--- src/rtl/tt_sweep_pkg.sv ---
// tt_sweep_pkg -- shared types and defaults for the truth-table sweep controller.
//   sweep_state_e    : controller FSM states
//   TT_IN_W          : default truth-table input width (sweep covers 2^TT_IN_W vectors)
//   TT_OUT_W         : default output word width
//   TT_SETTLE_CYCLES : default settle time of the units under test
// Optional build macro honoured by the design: SWEEP_STOP_ON_ERROR_EN.
package tt_sweep_pkg;

   localparam int TT_IN_W          = 13;
   localparam int TT_OUT_W         = 8;
   localparam int TT_SETTLE_CYCLES = 2;

   typedef enum logic [2:0] {
      ST_IDLE,
      ST_APPLY,
      ST_SETTLE,
      ST_CHECK,
      ST_DONE
   } sweep_state_e;

endpackage

--- src/rtl/tt_sweep_if.sv ---
// tt_sweep_if -- sweep-controller bus.
//   master : drives start/abort and returns table word and both unit outputs
//   slave  : the controller; drives the vector, table address, status and results
// Signals: start, abort, dut_x, tbl_addr, tbl_rdata, y_dknf, y_ddnf,
//          busy, done, err_dknf, err_ddnf, err_cnt, first_err_x.
interface tt_sweep_if
   import tt_sweep_pkg::*;
#(
   parameter int IN_W  = TT_IN_W,
   parameter int OUT_W = TT_OUT_W
) ();

   logic              start;
   logic              abort;
   logic [IN_W-1:0]   dut_x;
   logic [IN_W-1:0]   tbl_addr;
   logic [OUT_W-1:0]  tbl_rdata;
   logic [OUT_W-1:0]  y_dknf;
   logic [OUT_W-1:0]  y_ddnf;
   logic              busy;
   logic              done;
   logic              err_dknf;
   logic              err_ddnf;
   logic [IN_W:0]     err_cnt;
   logic [IN_W-1:0]   first_err_x;

   modport master (
      output start, abort, tbl_rdata, y_dknf, y_ddnf,
      input  dut_x, tbl_addr, busy, done, err_dknf, err_ddnf, err_cnt, first_err_x
   );

   modport slave (
      input  start, abort, tbl_rdata, y_dknf, y_ddnf,
      output dut_x, tbl_addr, busy, done, err_dknf, err_ddnf, err_cnt, first_err_x
   );

endinterface

--- src/rtl/tt_sweep_cmp.sv ---
// tt_sweep_cmp -- result checker for the truth-table sweep.
//   clr_i          : clears flags, counter and first-error capture
//   chk_i          : current cycle is a qualified comparison cycle
//   x_i            : vector under test
//   exp_i          : expected word from the table
//   y_dknf_i/_ddnf : outputs of the two units
//   err_*_o        : sticky per-form mismatch flags
//   err_cnt_o      : saturating count of failing vectors
//   first_err_x_o  : first failing vector (valid when err_cnt_o != 0)
//   stop_o         : request to end the sweep now (SWEEP_STOP_ON_ERROR_EN builds only)
module tt_sweep_cmp
   import tt_sweep_pkg::*;
#(
   parameter int IN_W  = TT_IN_W,
   parameter int OUT_W = TT_OUT_W
) (
   input  logic             clk,
   input  logic             rst,
   input  logic             clr_i,
   input  logic             chk_i,
   input  logic [IN_W-1:0]  x_i,
   input  logic [OUT_W-1:0] exp_i,
   input  logic [OUT_W-1:0] y_dknf_i,
   input  logic [OUT_W-1:0] y_ddnf_i,
   output logic             err_dknf_o,
   output logic             err_ddnf_o,
   output logic [IN_W:0]    err_cnt_o,
   output logic [IN_W-1:0]  first_err_x_o,
   output logic             stop_o
);

   logic            miss_k, miss_d, miss_any;
   logic            err_dknf_q, err_ddnf_q;
   logic [IN_W:0]   err_cnt_q, err_cnt_d;
   logic [IN_W-1:0] first_q;

   assign miss_k   = chk_i && (y_dknf_i != exp_i);
   assign miss_d   = chk_i && (y_ddnf_i != exp_i);
   assign miss_any = miss_k || miss_d;

   // one increment per failing vector, regardless of how many forms miss
   assign err_cnt_d = (err_cnt_q == '1) ? err_cnt_q : err_cnt_q + (IN_W+1)'(1);

`ifdef SWEEP_STOP_ON_ERROR_EN
   assign stop_o = miss_any;
`else
   assign stop_o = 1'b0;
`endif

   always_ff @(posedge clk or posedge rst) begin
      if (rst) begin
         err_dknf_q <= 1'b0;
         err_ddnf_q <= 1'b0;
         err_cnt_q  <= '0;
         first_q    <= '0;
      end else if (clr_i) begin
         err_dknf_q <= 1'b0;
         err_ddnf_q <= 1'b0;
         err_cnt_q  <= '0;
         first_q    <= '0;
      end else if (miss_any) begin
         err_dknf_q <= err_dknf_q | miss_k;
         err_ddnf_q <= err_ddnf_q | miss_d;
         if (err_cnt_q == '0) first_q <= x_i;
         err_cnt_q  <= err_cnt_d;
      end
   end

   assign err_dknf_o    = err_dknf_q;
   assign err_ddnf_o    = err_ddnf_q;
   assign err_cnt_o     = err_cnt_q;
   assign first_err_x_o = first_q;

endmodule

--- src/rtl/tt_sweep_ctrl.sv ---
// tt_sweep_ctrl -- walks every input vector through two combinational units
// (DKNF and DDNF forms) and compares both against an expected-value table.
//   clk, rst : rising-edge clock, asynchronous active-high reset
//   bus      : tt_sweep_if.slave (start/abort in, vector/address out,
//              table word and unit outputs in, status and results out)
// Each vector takes APPLY + SETTLE_CYCLES + CHECK cycles. SETTLE_CYCLES is
// legal in 1..15. Defining SWEEP_STOP_ON_ERROR_EN ends the sweep at the first
// failing vector, leaving dut_x on it.
module tt_sweep_ctrl
   import tt_sweep_pkg::*;
#(
   parameter int IN_W          = TT_IN_W,
   parameter int OUT_W         = TT_OUT_W,
   parameter int SETTLE_CYCLES = TT_SETTLE_CYCLES
) (
   input logic       clk,
   input logic       rst,
   tt_sweep_if.slave bus
);

   localparam logic [IN_W-1:0] LAST_IDX = '1;

   sweep_state_e    state_q;
   logic [IN_W-1:0] idx_q;
   logic [3:0]      settle_q;
   logic            busy_q, done_q;
   logic            clr, chk_en, stop_err;

   // abort outranks start, so a coincident pair never launches a sweep
   assign clr    = bus.start && !bus.abort && (state_q == ST_IDLE || state_q == ST_DONE);
   // an aborted CHECK cycle is not scored
   assign chk_en = (state_q == ST_CHECK) && !bus.abort;

   always_ff @(posedge clk or posedge rst) begin
      if (rst) begin
         state_q  <= ST_IDLE;
         idx_q    <= '0;
         settle_q <= '0;
         busy_q   <= 1'b0;
         done_q   <= 1'b0;
      end else if (busy_q && bus.abort) begin
         state_q <= ST_IDLE;
         busy_q  <= 1'b0;
      end else begin
         case (state_q)
            ST_IDLE, ST_DONE: begin
               if (clr) begin
                  idx_q   <= '0;
                  state_q <= ST_APPLY;
                  busy_q  <= 1'b1;
                  done_q  <= 1'b0;
               end
            end
            ST_APPLY: begin
               settle_q <= '0;
               state_q  <= ST_SETTLE;
            end
            ST_SETTLE: begin
               if (settle_q == 4'(SETTLE_CYCLES - 1)) state_q <= ST_CHECK;
               else                                  settle_q <= settle_q + 4'd1;
            end
            ST_CHECK: begin
               // the last vector finishes the sweep in place; the index never wraps
               if (idx_q == LAST_IDX || stop_err) begin
                  state_q <= ST_DONE;
                  busy_q  <= 1'b0;
                  done_q  <= 1'b1;
               end else begin
                  idx_q   <= idx_q + IN_W'(1);
                  state_q <= ST_APPLY;
               end
            end
            default: begin
               state_q <= ST_IDLE;
               busy_q  <= 1'b0;
               done_q  <= 1'b0;
            end
         endcase
      end
   end

   // the index register itself is the vector, so it holds between APPLYs
   assign bus.dut_x    = idx_q;
   assign bus.tbl_addr = idx_q;
   assign bus.busy     = busy_q;
   assign bus.done     = done_q;

   logic            err_dknf, err_ddnf;
   logic [IN_W:0]   err_cnt;
   logic [IN_W-1:0] first_err_x;

   tt_sweep_cmp #(.IN_W(IN_W), .OUT_W(OUT_W)) u_cmp (
      .clk          (clk),
      .rst          (rst),
      .clr_i        (clr),
      .chk_i        (chk_en),
      .x_i          (idx_q),
      .exp_i        (bus.tbl_rdata),
      .y_dknf_i     (bus.y_dknf),
      .y_ddnf_i     (bus.y_ddnf),
      .err_dknf_o   (err_dknf),
      .err_ddnf_o   (err_ddnf),
      .err_cnt_o    (err_cnt),
      .first_err_x_o(first_err_x),
      .stop_o       (stop_err)
   );

   assign bus.err_dknf    = err_dknf;
   assign bus.err_ddnf    = err_ddnf;
   assign bus.err_cnt     = err_cnt;
   assign bus.first_err_x = first_err_x;

endmodule

--- src/flat_wrapper.sv ---
// flat-port wrapper written by rule: the top's interface ports become plain ports
module tt_sweep_ctrl_flat import tt_sweep_pkg::*;
#(
   parameter int IN_W          = TT_IN_W,
   parameter int OUT_W         = TT_OUT_W,
   parameter int SETTLE_CYCLES = TT_SETTLE_CYCLES
)
  (clk, rst, bus_start, bus_abort, bus_tbl_rdata, bus_y_dknf, bus_y_ddnf, bus_dut_x, bus_tbl_addr, bus_busy, bus_done, bus_err_dknf, bus_err_ddnf, bus_err_cnt, bus_first_err_x);
  tt_sweep_if #(.IN_W(IN_W), .OUT_W(OUT_W)) bus_i ();
  input logic clk;
  input logic rst;
  input wire logic [$bits(bus_i.start)-1:0] bus_start;
  input wire logic [$bits(bus_i.abort)-1:0] bus_abort;
  input wire logic [$bits(bus_i.tbl_rdata)-1:0] bus_tbl_rdata;
  input wire logic [$bits(bus_i.y_dknf)-1:0] bus_y_dknf;
  input wire logic [$bits(bus_i.y_ddnf)-1:0] bus_y_ddnf;
  output wire logic [$bits(bus_i.dut_x)-1:0] bus_dut_x;
  output wire logic [$bits(bus_i.tbl_addr)-1:0] bus_tbl_addr;
  output wire logic [$bits(bus_i.busy)-1:0] bus_busy;
  output wire logic [$bits(bus_i.done)-1:0] bus_done;
  output wire logic [$bits(bus_i.err_dknf)-1:0] bus_err_dknf;
  output wire logic [$bits(bus_i.err_ddnf)-1:0] bus_err_ddnf;
  output wire logic [$bits(bus_i.err_cnt)-1:0] bus_err_cnt;
  output wire logic [$bits(bus_i.first_err_x)-1:0] bus_first_err_x;
  assign bus_i.start = bus_start;
  assign bus_i.abort = bus_abort;
  assign bus_i.tbl_rdata = bus_tbl_rdata;
  assign bus_i.y_dknf = bus_y_dknf;
  assign bus_i.y_ddnf = bus_y_ddnf;
  assign bus_dut_x = bus_i.dut_x;
  assign bus_tbl_addr = bus_i.tbl_addr;
  assign bus_busy = bus_i.busy;
  assign bus_done = bus_i.done;
  assign bus_err_dknf = bus_i.err_dknf;
  assign bus_err_ddnf = bus_i.err_ddnf;
  assign bus_err_cnt = bus_i.err_cnt;
  assign bus_first_err_x = bus_i.first_err_x;
  tt_sweep_ctrl #(.IN_W(IN_W), .OUT_W(OUT_W), .SETTLE_CYCLES(SETTLE_CYCLES)) u_core (.clk(clk), .rst(rst), .bus(bus_i));
endmodule
--- config.mk ---
export PLATFORM = sky130hd
export DESIGN_NAME = tt_sweep_ctrl_flat
export DESIGN_NICKNAME = d
export VERILOG_FILES = /design/src/rtl/tt_sweep_pkg.sv /design/src/rtl/tt_sweep_if.sv /design/src/rtl/tt_sweep_cmp.sv /design/src/rtl/tt_sweep_ctrl.sv /design/src/flat_wrapper.sv
export SDC_FILE = /design/constraint.sdc
export NUM_CORES = 1
export LEC_CHECK = 0
export CORE_MARGIN = 1.5
export CORE_UTILIZATION = 29
export CTS_CLUSTER_SIZE = 16
export DETAILED_ROUTE_END_ITERATION = 10
export GPL_TIMING_DRIVEN = 1
export HOLD_SLACK_MARGIN = 0.02
export PLACE_DENSITY = 0.54
export SETUP_SLACK_MARGIN = 0.2
export SLEW_MARGIN = 20
export SYNTH_ARGS = -nofsm -noshare
export SYNTH_HDL_FRONTEND = slang
export SYNTH_SLANG_ARGS = --single-unit
--- constraint.sdc ---
create_clock -name clk -period 2.1 [get_ports clk]
set_input_delay 0.315 -clock clk [delete_from_list [all_inputs] [get_ports clk]]
set_output_delay 0.315 -clock clk [all_outputs]
set_load 0.01 [all_outputs]
==> results.tsv <==
stage	metric	value	unit
finish	Register Area	1280	um^2
worst_setup_path	Slowest Stage Delay on Critical Path	0.48	ns
floorplan	die area	11100	um^2
min_path	Hold Crit Class	in2async	
grt	Total GRT Usage	0.156	
sta	Least-Margin Pin Slew	0.330	ns
synthesis	number of synthesized flops with an enable pin	0	
sta	# setup viols final	0	
cts	Worst-path clk slew	0.10	ns
worst_setup_path	Reg-to-Reg Start	u_core.bus.dut_x[1]$_DFFE_PP0P_	
synthesis	cell taking the most area after synthesis	dfrtp_1	
synthesis	Synth Register Bits	51	
cts	Max H-tree Level	2	
route	# DRC	0	
synthesis	Mapped Area	3050	um^2
synthesis	Yosys cell types	43	
synthesis	Mapped Cells	347	
pwr	clock share of power	0.159	
cts	CTS tree	yes	
grt	grt total ovfl	0	
grt	largest net degree at the start of global routing	30	
finish	Area Overhead vs Synth	46.0	%
pwr	net switching power	1.47	mW
worst_setup_path	family with the most delay on the worst path	compound AO/OA/AOI/OAI gates	
finish	diode count	0	
placement	GP Congestion	0.830	
route	Detail Route Antenna Nets	0	
synthesis	mean post-synth cell area	8.78	um^2
worst_setup_path	CP bufs+invs	1	
pwr	Internal	2.42	mW
sta	WHS	0.266	ns
route	violation count after the first detailed-route iteration	119	
finish	multi-input logic area	1620	um^2
pwr	Sw Share	0.378	
floorplan	Core Region	10300	um^2
route	post-DR wirelength/cell	15.0	um
sta	period utilization	0.908	
sta	Min Clock Period, post-route	1.91	ns
pwr	Seq pwr share	0.357	
worst_setup_path	type of origin of the critical path	input port	
sta	Peak Freq	524	MHz
worst_setup_path	r2r setup slk	0.21	ns
worst_setup_path	CP cell instances	clkdlybuf4s50_1, and2_4, o21a_1, o31a_4, or4_1, a21oi_1	
route	DR pass1 iterations	4	
synthesis	Synth Net Count	380	
floorplan	io pins	85	
cts	clk root buf	clkbuf_8	
worst_setup_path	worst-path fanout max	14	
finish	layout cells sized above 1	0.184	
cts	clk_lat worst skew	0.31	ns
cts	Bufs on Longest Clock Path	2	
synthesis	fraction of registers with async set/reset	1.00	
finish	Filler cells	1018	
grt	first-pass GRT wire length	14.2	mm
placement	Final HPWL DP	6.43	mm
synthesis	synthesis warning total	0	
status	outcome	finished, final reports clean	
grt	initial antenna violation count	0	
sta	RSZ-0062 raised after global routing	yes	
pwr	Max VDD drop	0.478	mV
route	vias per inst	5.05	
floorplan	chip width	105	um
sta	Hold Fails Final Rpt	0	
finish	most common cell after layout, fill and taps aside	clkdlybuf4s50_1	
floorplan	Die Ht	105	um
run	# Max-Cap Violations	0	
cts	CTS buffer count	5	
floorplan	Initial Util	0.296	
worst_setup_path	Worst R2R End	u_core.bus.dut_x[11]$_DFFE_PP0P_	
route	Routed WL	8.80	mm
sta	clk_skew	0.0105	ns
pwr	combinational share of power	0.484	
placement	PortBufs	84	
floorplan	Site Rows	37	
worst_setup_path	Worst EP arrival	2.15	ns
worst_setup_path	critical path required time	2.34	ns
synthesis	Synth area leaders	dfrtp_1, o21ai_0, nand4_1	
pwr	Pleak	1.90	nW
finish	post-layout util	0.433	
pwr	Power Total	3.88	mW
worst_setup_path	critical path class	in2reg	
pwr	pwr/cell area	873	nW/um^2
sta	Final Slew Violations	0	
finish	most frequent cells in the layout	clkdlybuf4s50_1, dfrtp_1, buf_4	
route	DR vias	2964	
finish	Final nets	483	
synthesis	Seq/Total Area, Yosys	0.419	
worst_setup_path	CP Capture Type	flip-flop	
grt	vias in the first global route	2831	
synthesis	share of the synthesized area in the top cell type	0.419	
sta	Max-slew headroom	0.778	
worst_setup_path	Reg2Reg Depth	6	
worst_setup_path	CP max-delay cell	or4_1	
synthesis	Main synth FF type	dfrtp_1	
cts	clk sinks	51	
## state kept, by name (all words and copies together) (netlist names)
| signal | flops |
|---|---|
| u_core.bus.done | 1 |
| u_core.u_cmp.err_cnt_o | 14 |
| u_core.settle_q | 4 |
| u_core.state_q | 3 |
| u_core.u_cmp.first_err_x_o | 13 |
| u_core.bus.dut_x | 13 |
| u_core.u_cmp.err_ddnf_o | 1 |
| u_core.bus.busy | 1 |
| u_core.u_cmp.err_dknf_o | 1 |
## cells in the mapped netlist (2+ instances only)
cell	number
o21ai_0	36
xor2_1	16
buf_4	14
nand4_1	25
nor2_1	21
mux2i_1	10
a21oi_1	31
buf_2	4
o21a_1	2
a22o_1	2
nand2_1	29
inv_1	11
nor3_1	4
dfrtp_1	51
ha_1	5
nor4_1	11
or4_1	4
buf_6	2
or2_2	5
a31oi_1	3
and3_1	3
o31ai_1	4
and4_1	3
nand3_1	10
clkbuf_1	13
nor3b_1	2
or3_1	8
nand2b_1	3
## metal layers
layer,part of all wire,GRT usage,vias to the layer above
met4,0.010,0.0328,0
met3,0.049,0.0278,7
met1,0.48,0.217,1421
met2,0.46,0.254,86
met5,0,0,-
li1,-,-,1450
## cell families (layout without fill, tap and decap cells)
family | Yosys count | after routing | share of synthesized area
adders and majority gates | 5 | 5 | 0.0205
AOI/OAI and AO/OA | 86 | 86 | 0.161
xor gates and xnor gates | 17 | 17 | 0.0489
DFF | 51 | 51 | 0.419
and+or+nand+nor | 133 | 133 | 0.239
muxes | 10 | 10 | 0.0329
buffers and inverters | 45 | 149 | 0.0793
## timing repair
action / 4_1_cts / 5_1_grt
setup buffers: 2 / 2
setup endpoints to repair: 19 / 29
hold buffers: 0 / 0
pin swaps: 2 / 9
resized for setup: 5 / 17
gates cloned: 0 / 0
## through the flow
stage	setup TNS [ns]	instance area, um^2	std cells	worst slack [ns]
floorplan	0	3080	347	0.203
global placement	-2.79	4240	575	-0.151
detailed placement	-2.66	4240	575	-0.164
CTS	0	4370	585	0.188
global route	0	4450	587	0.127
finish	0	4450	587	0.193
## layout make-up
class	instances	area share
flip-flops and latches	51	0.288
well taps	136	0.0382
multi-input cells	251	0.363
repair buffers	130	0.279
inverters	11	0.00928
clock inverters	2	0.00366
clock buffers	6	0.0186
## worst max-delay path by stage
stage                                                from                                   endpoint  slack, ns  cells after the start
after CTS                 u_core.bus.dut_x[0]$_DFFE_PP0P_           u_core.bus.dut_x[11]$_DFFE_PP0P_       0.19                      6
after detailed placement                 bus_tbl_rdata[6]  u_core.u_cmp.first_err_x_o[2]$_DFFE_PP0P_      -0.16                      8
final                                           bus_abort           u_core.bus.dut_x[11]$_DFFE_PP0P_       0.19                      6
after global routing      u_core.bus.dut_x[0]$_DFFE_PP0P_           u_core.bus.dut_x[11]$_DFFE_PP0P_       0.13                      6
after floorplan               u_core.bus.busy$_DFFE_PP0P_           u_core.bus.dut_x[10]$_DFFE_PP0P_       0.20                      6
after global placement                   bus_tbl_rdata[6]  u_core.u_cmp.first_err_x_o[9]$_DFFE_PP0P_      -0.15                      8
## power by group through the flow
stage          Sequential [mW]  Combinational, mW  Clock [mW]
6_report                  1.39               1.88       0.619
5_1_grt                   1.42               2.09       0.673
4_1_cts                   1.38               1.87       0.640
3_5_place_dp              1.42               1.81           0
3_3_place_gp              1.41               1.79           0
2_1_floorplan             1.49              0.918           0
(Power assumes the default switching activity.)
